[config.mk]
export PLATFORM = sky130hd
export DESIGN_NAME = control_seq
export DESIGN_NICKNAME = d
export VERILOG_FILES = /design/src/rtl/control_seq.sv
export SDC_FILE = /design/constraint.sdc
export NUM_CORES = 1
export LEC_CHECK = 0
export CORE_AREA = 5 5 51 64
export CTS_BUF_LIST = sky130_fd_sc_hd__clkbuf_8
export CTS_CLUSTER_DIAMETER = 50
export DETAILED_ROUTE_END_ITERATION = 16
export DIE_AREA = 0 0 56 69
export GPL_TIMING_DRIVEN = 0
export PLACE_DENSITY = 0.84
export SYNTH_ARGS = -nofsm -noshare
export SYNTH_HDL_FRONTEND = slang
export SYNTH_SLANG_ARGS = --single-unit
export TNS_END_PERCENT = 5
[constraint.sdc]
create_clock -name clk -period 3.4 [get_ports clk]
set_input_delay 1.02 -clock clk [delete_from_list [all_inputs] [get_ports clk]]
set_output_delay 1.02 -clock clk [all_outputs]
set_load 0.1 [all_outputs]
[src/rtl/control_seq.sv]
`default_nettype none
// +--------------------------------------------------------------------------+
// | control_seq : multi-cycle 8080-subset sequencer (FETCH/EXEC/HALT FSM).   |
// | Rev 1.0                                                                  |
// +--------------------------------------------------------------------------+
module control_seq #(
  parameter logic [2:0] ACC_CODE = 3'b111,
  parameter logic [2:0] MEM_CODE = 3'b110,
  parameter bit         IMM_EN   = 1'b1,
  parameter int         WAIT_MAX = 0,
  parameter int         TO_W     = 8
) (
  input  logic       clk,
  input  logic       resetn,
  input  logic       start,
  input  logic [7:0] ir_data,
  input  logic       din_valid,
  output logic       din_ready,
  output logic       ir_load,
  output logic       data_in_select,
  output logic [7:0] reg_select,
  output logic [7:0] reg_enable,
  output logic       r1_enable,
  output logic       r2_enable,
  output logic       r2_select,
  output logic [2:0] alu_op,
  output logic       flags_enable,
  output logic       done,
  output logic       illegal,
  output logic       timeout,
  output logic       busy,
  output logic       halted
);

  typedef enum logic [1:0] {
    S_IDLE  = 2'd0,
    S_FETCH = 2'd1,
    S_EXEC  = 2'd2,
    S_HALT  = 2'd3
  } state_t;

  localparam bit            TO_EN   = (WAIT_MAX > 0);
  localparam logic [TO_W-1:0] TO_LAST = TO_W'((WAIT_MAX > 0) ? WAIT_MAX - 1 : 0);

  state_t          state_q, state_d;
  logic [1:0]      step_q, step_d;
  logic [TO_W-1:0] cnt_q, cnt_d;
  logic [7:0]      reg_sel_raw;

  function automatic logic [7:0] onehot(input logic [2:0] code);
    return 8'(1) << code;
  endfunction

  logic [2:0] ddd, sss;
  logic       is_hlt, is_mov, is_mvi, is_alur, is_alui, is_legal, to_hit;

  assign ddd     = ir_data[5:3];
  assign sss     = ir_data[2:0];
  assign is_hlt  = (ir_data == 8'h76);
  assign is_mov  = (ir_data[7:6] == 2'b01) && !is_hlt;
  assign is_mvi  = (ir_data[7:6] == 2'b00) && (sss == 3'b110);
  assign is_alur = (ir_data[7:6] == 2'b10);
  assign is_alui = IMM_EN && (ir_data[7:6] == 2'b11) && (sss == 3'b110);
  assign is_legal = is_hlt
                  | (is_mov && (ddd != MEM_CODE) && (sss != MEM_CODE))
                  | (is_mvi && (ddd != MEM_CODE))
                  | (is_alur && (sss != MEM_CODE))
                  | is_alui;
  // Counter is only meaningful inside a wait step; it sits at zero elsewhere.
  assign to_hit  = TO_EN && (cnt_q == TO_LAST) && !din_valid;

  assign reg_select = reg_sel_raw & ~onehot(MEM_CODE);

  always_ff @(posedge clk or negedge resetn) begin
    if (!resetn) begin
      state_q <= S_IDLE;
      step_q  <= 2'd0;
      cnt_q   <= '0;
    end else begin
      state_q <= state_d;
      step_q  <= step_d;
      cnt_q   <= cnt_d;
    end
  end

  always_comb begin
    state_d        = state_q;
    step_d         = step_q;
    cnt_d          = '0;
    din_ready      = 1'b0;
    ir_load        = 1'b0;
    data_in_select = 1'b0;
    reg_sel_raw    = 8'h00;
    reg_enable     = 8'h00;
    r1_enable      = 1'b0;
    r2_enable      = 1'b0;
    r2_select      = 1'b0;
    alu_op         = 3'd0;
    flags_enable   = 1'b0;
    done           = 1'b0;
    illegal        = 1'b0;
    timeout        = 1'b0;
    busy           = 1'b0;
    halted         = 1'b0;

    case (state_q)
      S_IDLE: begin
        if (start) state_d = S_FETCH;
      end
      S_HALT: begin
        halted = 1'b1;
        if (start) state_d = S_FETCH;
      end
      S_FETCH: begin
        ir_load = 1'b1;
        busy    = 1'b1;
        state_d = S_EXEC;
        step_d  = 2'd0;
      end
      default: begin
        busy = 1'b1;
        if (is_hlt) begin
          done    = 1'b1;
          state_d = S_HALT;
        end else if (!is_legal) begin
          illegal = 1'b1;
          state_d = S_FETCH;
        end else if (is_mov) begin
          reg_sel_raw = onehot(sss);
          reg_enable  = onehot(ddd);
          done        = 1'b1;
          state_d     = S_FETCH;
        end else if (is_mvi) begin
          din_ready      = 1'b1;
          data_in_select = 1'b1;
          if (din_valid) begin
            reg_enable = onehot(ddd);
            done       = 1'b1;
            state_d    = S_FETCH;
          end else if (to_hit) begin
            timeout = 1'b1;
            state_d = S_FETCH;
          end else if (TO_EN) begin
            cnt_d = cnt_q + TO_W'(1);
          end
        end else begin
          case (step_q)
            2'd0: begin
              reg_sel_raw = onehot(ACC_CODE);
              r1_enable   = 1'b1;
              step_d      = 2'd1;
            end
            2'd1: begin
              alu_op = ddd;
              if (is_alui) begin
                din_ready      = 1'b1;
                data_in_select = 1'b1;
                r2_enable      = din_valid;
                if (din_valid) begin
                  step_d = 2'd2;
                end else if (to_hit) begin
                  timeout = 1'b1;
                  state_d = S_FETCH;
                end else if (TO_EN) begin
                  cnt_d = cnt_q + TO_W'(1);
                end
              end else begin
                reg_sel_raw = onehot(sss);
                r2_enable   = 1'b1;
                step_d      = 2'd2;
              end
            end
            default: begin
              r2_select    = 1'b1;
              alu_op       = ddd;
              flags_enable = 1'b1;
              // CMP only updates flags.
              if (ddd != 3'b111) reg_enable = onehot(ACC_CODE);
              done         = 1'b1;
              state_d      = S_FETCH;
            end
          endcase
        end
      end
    endcase
  end

endmodule
`default_nettype wire
==> impl_metrics.json <==
{
  "run_status": "finished with violations",
  "violations": "setup timing",
  "grt_max_degree": 11,
  "place_congestion": 0.840,
  "vias_per_cell": 5.84,
  "nFillCells": 159,
  "endpoint_kind": "output port",
  "cp_slowest_cell": "mux2i_4",
  "placed_cells_incl_taps": 199,
  "fin_setup_tns_ns": -3.37,
  "postSynth.asyncResetShare": 1.00,
  "period_share": 1.07,
  "cts_buffers": 3,
  "wl_mm": 4.01,
  "dp_slack_ns": -2.03,
  "fp.dieH_um": 69,
  "htree_levels": 1,
  "fin_ws_ns": -0.233,
  "multi_input_area_um2": 1010,
  "drt-pass1-iter-count": 4,
  "nets": 198,
  "hpwl_mm": 2.54,
  "synth.yosys.seq_area_share": 0.103,
  "cp-start-kind": "input pin",
  "core-area_um2": 2600,
  "initial_utilization": 0.374,
  "power_mw": 0.936,
  "crit_top_cell": "buf_12",
  "synth_top_flop_cell": "dfrtp_1",
  "max_slew_margin": 0.352,
  "cts_hold_buf": 0,
  "chipWidth_um": 56,
  "peakVddDrop_uv": 608,
  "cts_tree": "built",
  "dr.first_iter.drc_count": 69,
  "dieArea_um2": 3860,
  "rsz0062_at_grt": "yes",
  "clock_sinks": 4,
  "seq_area_um2": 100,
  "worstPathBufferInverterCount": 4,
  "power_density_nw_per_um2": 476,
  "finalSetupViolations": 18,
  "maxSlewViolCount": 0,
  "synth-edff-count": 0,
  "cts_root_buf": "clkbuf_8",
  "placed_area_um2": 1640,
  "synth_seq_cells": 4,
  "area_growth_pct": 102,
  "ys_types": 42,
  "crit_type": "input pin to output port",
  "track_usage": 0.207,
  "cp_cell_sequence": "buf_8 -> and3b_4 -> xnor2_4 -> mux2i_4 -> buf_6 -> a211oi_4 -> buf_12 -> buf_12",
  "crit_arrival_ns": 2.61,
  "drv.max_cap_violation_count": 0,
  "crit_fanout": 7,
  "ys_warn_count": 0,
  "whs_ns": 0.612,
  "overflow": 0,
  "clk_latency_ns": 0.22,
  "hold_viol": 0,
  "critical-path-max-stage-delay_ns": 0.45,
  "syn_avg_cell_area_um2": 7.65,
  "postRouteAntennaNets": 0,
  "drive_above_1_share": 0.520,
  "drcViolationCount": 0,
  "ioPinCount": 43,
  "synthesis.area_um2": 972,
  "grt_antenna_before_repair": 0,
  "finalInstanceArea_um2": 1970,
  "numPortBuffers": 36,
  "finish.utilization": 0.757,
  "n_antenna_cell": 0,
  "skew_ns": 0.00227,
  "leakage_nw": 0.731,
  "layout.cells.non_filler": 213,
  "min_period_ns": 3.63,
  "hold_path.class": "flip-flop to flip-flop",
  "wl_per_cell_um": 18.8,
  "max_freq_mhz": 275,
  "path_delay_family": "buffers and inverters",
  "path_clk_slew_ns": 0.03,
  "critPathRequiredTime_ns": 2.38,
  "synth_cells": 127,
  "num_rows": 21,
  "worst_pin_slew_ns": 0.968,
  "clockBufferDepth": 2,
  "grt_pass1_vias": 1321,
  "grt_pass1_wl_mm": 6.48,
  "via_count": 1244
}
==> Yosys cell counts (3+ instances only) <==
cell type  count  area share
inv_1         11       0.042
nand2_1        9       0.035
a211oi_2       8        0.10
buf_4          7       0.054
nand3_1        7       0.036
nor2_1         7       0.027
a21oi_1        6       0.031
clkbuf_1       5       0.019
ha_1           5       0.064
nand4_1        5       0.032
o21ai_0        5       0.026
dfrtp_1        4        0.10
nor4_1         4       0.026
a211oi_1       3       0.023
nand3b_1       3       0.023
nor3_1         3       0.015
==> state kept, by name, indices dropped and copies added (netlist names) <==
name / cells
state_q: 2
step_q: 2
==> worst register-to-register path: cells and delay by family (launching register included) <==
family,cells,cell delay [ns]
flops,1,0.39
mux,1,0.38
fa+ha+maj,1,0.35
compound gates,1,0.29
buf+inv,2,0.22
simple gates,1,0.11
==> layout by cell type, fill, tap and decap left out, types with 2 or more instances in the layout <==
cell type        instances
nor2b_1                  2
buf_4                   14
nand4b_1                 2
mux2i_1                  2
nand4_1                  5
buf_6                   16
clkdlybuf4s50_1          4
nand3_1                  6
o21ai_0                  5
a2111oi_4                2
clkbuf_2                 5
buf_12                  15
nor3_4                   2
a211oi_4                11
clkbuf_8                 4
nand2_1                  8
dfrtp_1                  4
a21oi_1                  3
nor4_4                   5
a21oi_2                  3
conb_1                   3
nand3b_1                 3
inv_1                   10
clkdlybuf4s15_2          2
o22ai_1                  2
ha_1                     5
and3_1                   2
nand2b_1                 2
a31oi_1                  2
mux2_2                   2
nor2_1                   6
==> layer usage <==
metal | part of all wire | GRT usage | routed length (um)
met4 | 0.024 | 0.0976 | 98
met1 | 0.35 | 0.212 | 1410
met5 | 0 | 0 | 0
met3 | 0.048 | 0.0373 | 192
met2 | 0.58 | 0.394 | 2310
==> repair_timing <==
| item | CTS | global route |
|---|---|---|
| endpoints found under the setup margin | 25 | 26 |
| setup buffers | 9 | 3 |
| gates resized for setup | 234 | 7 |
| gates cloned | 1 | 0 |
| pin swaps | 19 | 5 |
==> area by class of cell <==
| type | instances | area share |
|---|---|---|
| repair buffers | 48 | 0.304 |
| plain buffers | 13 | 0.0661 |
| inverters | 11 | 0.0210 |
| well taps | 34 | 0.0216 |
| flip-flops and latches | 4 | 0.0509 |
| clock buffers | 3 | 0.0210 |
| multi-input cells | 100 | 0.516 |
==> cells by family (layout without fill, tap and decap cells) <==
kind of cell               after synthesis  count (layout)  synth area share
and+or+nand+nor                         53              53             0.319
xor gates and xnor gates                 1               1            0.0283
adders and majority gates                5               5            0.0644
muxes                                    5               5            0.0669
buffers and inverters                   25              75             0.133
DFF                                      4               4             0.103
other                                    1               3           0.00386
AOI/OAI and AO/OA                       33              33             0.282
==> path summary, 6_finish.rpt <==
| check | start | endpoint | slack (ns) | cells after the start |
|---|---|---|---|---|
| setup reg to reg | state_q[0]$_DFFE_PN0P_ | state_q[1]$_DFFE_PN0P_ | 1.55 | 6 |
| hold / removal | state_q[1]$_DFFE_PN0P_ | state_q[1]$_DFFE_PN0P_ | 0.61 | 1 |
| max in group asynchronous | resetn | step_q[0]$_DFFE_PN0P_ | 2.22 | 1 |
| hold reg to reg | state_q[1]$_DFFE_PN0P_ | state_q[1]$_DFFE_PN0P_ | 0.61 | 1 |
| min in group asynchronous | resetn | step_q[1]$_DFFE_PN0P_ | 1.01 | 1 |
| setup / recovery | ir_data[0] | din_ready | -0.23 | 8 |
==> power breakdown <==
| group | switching [mW] | internal (mW) | total, mW |
|---|---|---|---|
| clock | 0.0233 | 0.0753 | 0.0986 |
| sequential | 0.0313 | 0.0667 | 0.0979 |
| combinational | 0.539 | 0.200 | 0.740 |
| total | 0.594 | 0.342 | 0.936 |
No activity file was read; power rests on OpenSTA's default activity.
==> edit (config.mk and constraints unchanged) <==
Put a register stage on the output `timeout`, cleared by the reset. The value now appears one clock later. The other outputs are not delayed to match.
--- a/src/rtl/control_seq.sv
+++ b/src/rtl/control_seq.sv
@@ -43,2 +43,4 @@
   localparam logic [TO_W-1:0] TO_LAST = TO_W'((WAIT_MAX > 0) ? WAIT_MAX - 1 : 0);
+
+  logic timeout_d;
 
@@ -101,3 +103,3 @@
     illegal        = 1'b0;
-    timeout        = 1'b0;
+    timeout_d      = 1'b0;
     busy           = 1'b0;
@@ -140,3 +142,3 @@
           end else if (to_hit) begin
-            timeout = 1'b1;
+            timeout_d = 1'b1;
             state_d = S_FETCH;
@@ -161,3 +163,3 @@
                 end else if (to_hit) begin
-                  timeout = 1'b1;
+                  timeout_d = 1'b1;
                   state_d = S_FETCH;
@@ -187,2 +189,10 @@
 
+  always_ff @(posedge clk or negedge resetn) begin
+    if (!resetn) begin
+      timeout <= '0;
+    end else begin
+      timeout <= timeout_d;
+    end
+  end
+
 endmodule
Function: kept (equiv_simple and equiv_induct, registers matched by name and starting in step).
==> edit against the original RTL <==
Setup slack better by 0.041 ns. Worst hold slack improved by 0.055 ns. The run still ends with negative setup slack left. Final area decreased by 3.9%. Power is 3.5% higher. Utilization is 2.9 points lower. Area after synthesis fell by 0.64%. Die area unchanged. Largest power group unchanged. Wire length shrank 4.2%. Critical path type unchanged. Sequential cell count unchanged.
==> edit: results (changes against the original RTL) <==
| Metric | Value |
|---|---|
| Post-synth cell types | 48 (+14%) |
| GP Congestion | 0.908 (+8.1%) |
| Setup Skew | 0.00290 ns (+0.000630 ns) |
| Commonest cells post-synth | nor2_1, nor3_1, a21oi_1, inv_1 |
| Worst-path maximum fanout | 4 (-3) |
| Via/cell ratio | 5.66 (-3.1%) |
| Average cell area after synthesis | 7.55 sq um (-1.4%) |
| Hpwl dp | 2500 microns (-1.6%) |
| WL final | 3840 microns (-4.2%) |
| Outcome | finished with violations |
| Setup WS post-layout | -0.192 ns (+0.0408 ns) |
| First-pass GRT wire length | 5890 microns (-9.1%) |
| Pre-CTS setup slack | -1.61 ns (+0.425 ns) |
| Worst VDD drop | 643 uV (+5.8%) |
| Largest cells by area after synthesis | dfrtp_1, ha_1, mux2i_1 |
| Final setup viols | 19 (+1) |
| RR Endpoint | state_q[0]$_DFFE_PN0P_ |
| Vias in the first global route | 1209 (-8.5%) |
| IO Port Bufs | 37 (+2.8%) |
| Lkg Pwr | 0.759 nW (+3.9%) |
| Critical path arrival | 2.57 ns (-0.04 ns) |
| Register area share after synthesis | 0.104 (+0.000667) |
| Slowest stage delay, CP | 0.41 ns (-0.04 ns) |
| Placed cell areas | 1560 sq um (-5.0%) |
| Placed cells | 201 (+1.0%) |
| GRT Overall Usage | 0.181 (-0.0268) |
| Share of cells above drive strength 1 | 0.492 (-0.0279) |
| Failing checks | negative setup slack |
| DR iter-0 viols | 41 (-41%) |
-- edit: cell count changes in the layout (fill, tap and decap cells not counted), moves of 4 or more --
cell / change
o211ai_1: +4
nand4_1: -5
buf_6: -8
nor4_4: -4
a211oi_4: -10
nor3_4: +4
buf_2: +5
-- edit: cell families (layout without fill, tap and decap cells) --
logic type / count (synthesis) / in the layout / synth area share
simple gates: 57 / 57 / 0.367
compound gates: 30 / 30 / 0.225
buf+inv: 24 / 73 / 0.141
mux: 6 / 6 / 0.0661
fa+ha+maj: 5 / 5 / 0.0648
flops: 4 / 4 / 0.104
other cells: 1 / 3 / 0.00388
xor+xnor: 1 / 1 / 0.0285
-- edit: final cells by class --
type                            instances  area, sq um
Tap cell                               34         42.5
Clock buffer                            3         41.3
Buffer                                 16          131
Sequential cell                         4          100
Fill cell                             196          709
Inverter                                8         30.0
Timing Repair Buffer                   46          592
Multi-Input combinational cell        102          955
-- edit: what timing repair did --
| action | CTS | global route |
|---|---|---|
| pin swaps | 8 | 7 |
| cloned | 1 | 0 |
| resized for setup | 219 | 29 |
| setup buffers | 5 | 4 |
| endpoints found under the setup margin | 26 | 25 |
-- edit: worst min-delay path by stage --
stage / endpoint / slack [ns] / cells past startpoint
after floorplan: state_q[1]$_DFFE_PN0P_ / 0.59 / 2
after global placement: state_q[1]$_DFFE_PN0P_ / 0.61 / 2
after detailed placement: state_q[1]$_DFFE_PN0P_ / 0.66 / 2
after CTS: state_q[1]$_DFFE_PN0P_ / 0.67 / 2
after global routing: state_q[1]$_DFFE_PN0P_ / 0.69 / 2
final: state_q[1]$_DFFE_PN0P_ / 0.67 / 2
-- edit: critical path, delay by kind of cell --
kind          cells  cell delay [ns]
xor+xnor          1             0.17
buf+inv           3             0.42
mux               1             0.41
simple gates      2             0.53
-- edit: report_power, final --
group          switching (mW)  total, mW  internal, mW
clock network          0.0263      0.102        0.0756
logic                   0.554      0.780         0.226
registers              0.0167     0.0868        0.0701
-- edit: metal layers --
| metal | GRT usage | wire length (microns) |
|---|---|---|
| met5 | 0 | 0 |
| met4 | 0.0554 | 43 |
| met3 | 0.0205 | 209 |
| met2 | 0.338 | 2170 |
| met1 | 0.209 | 1420 |
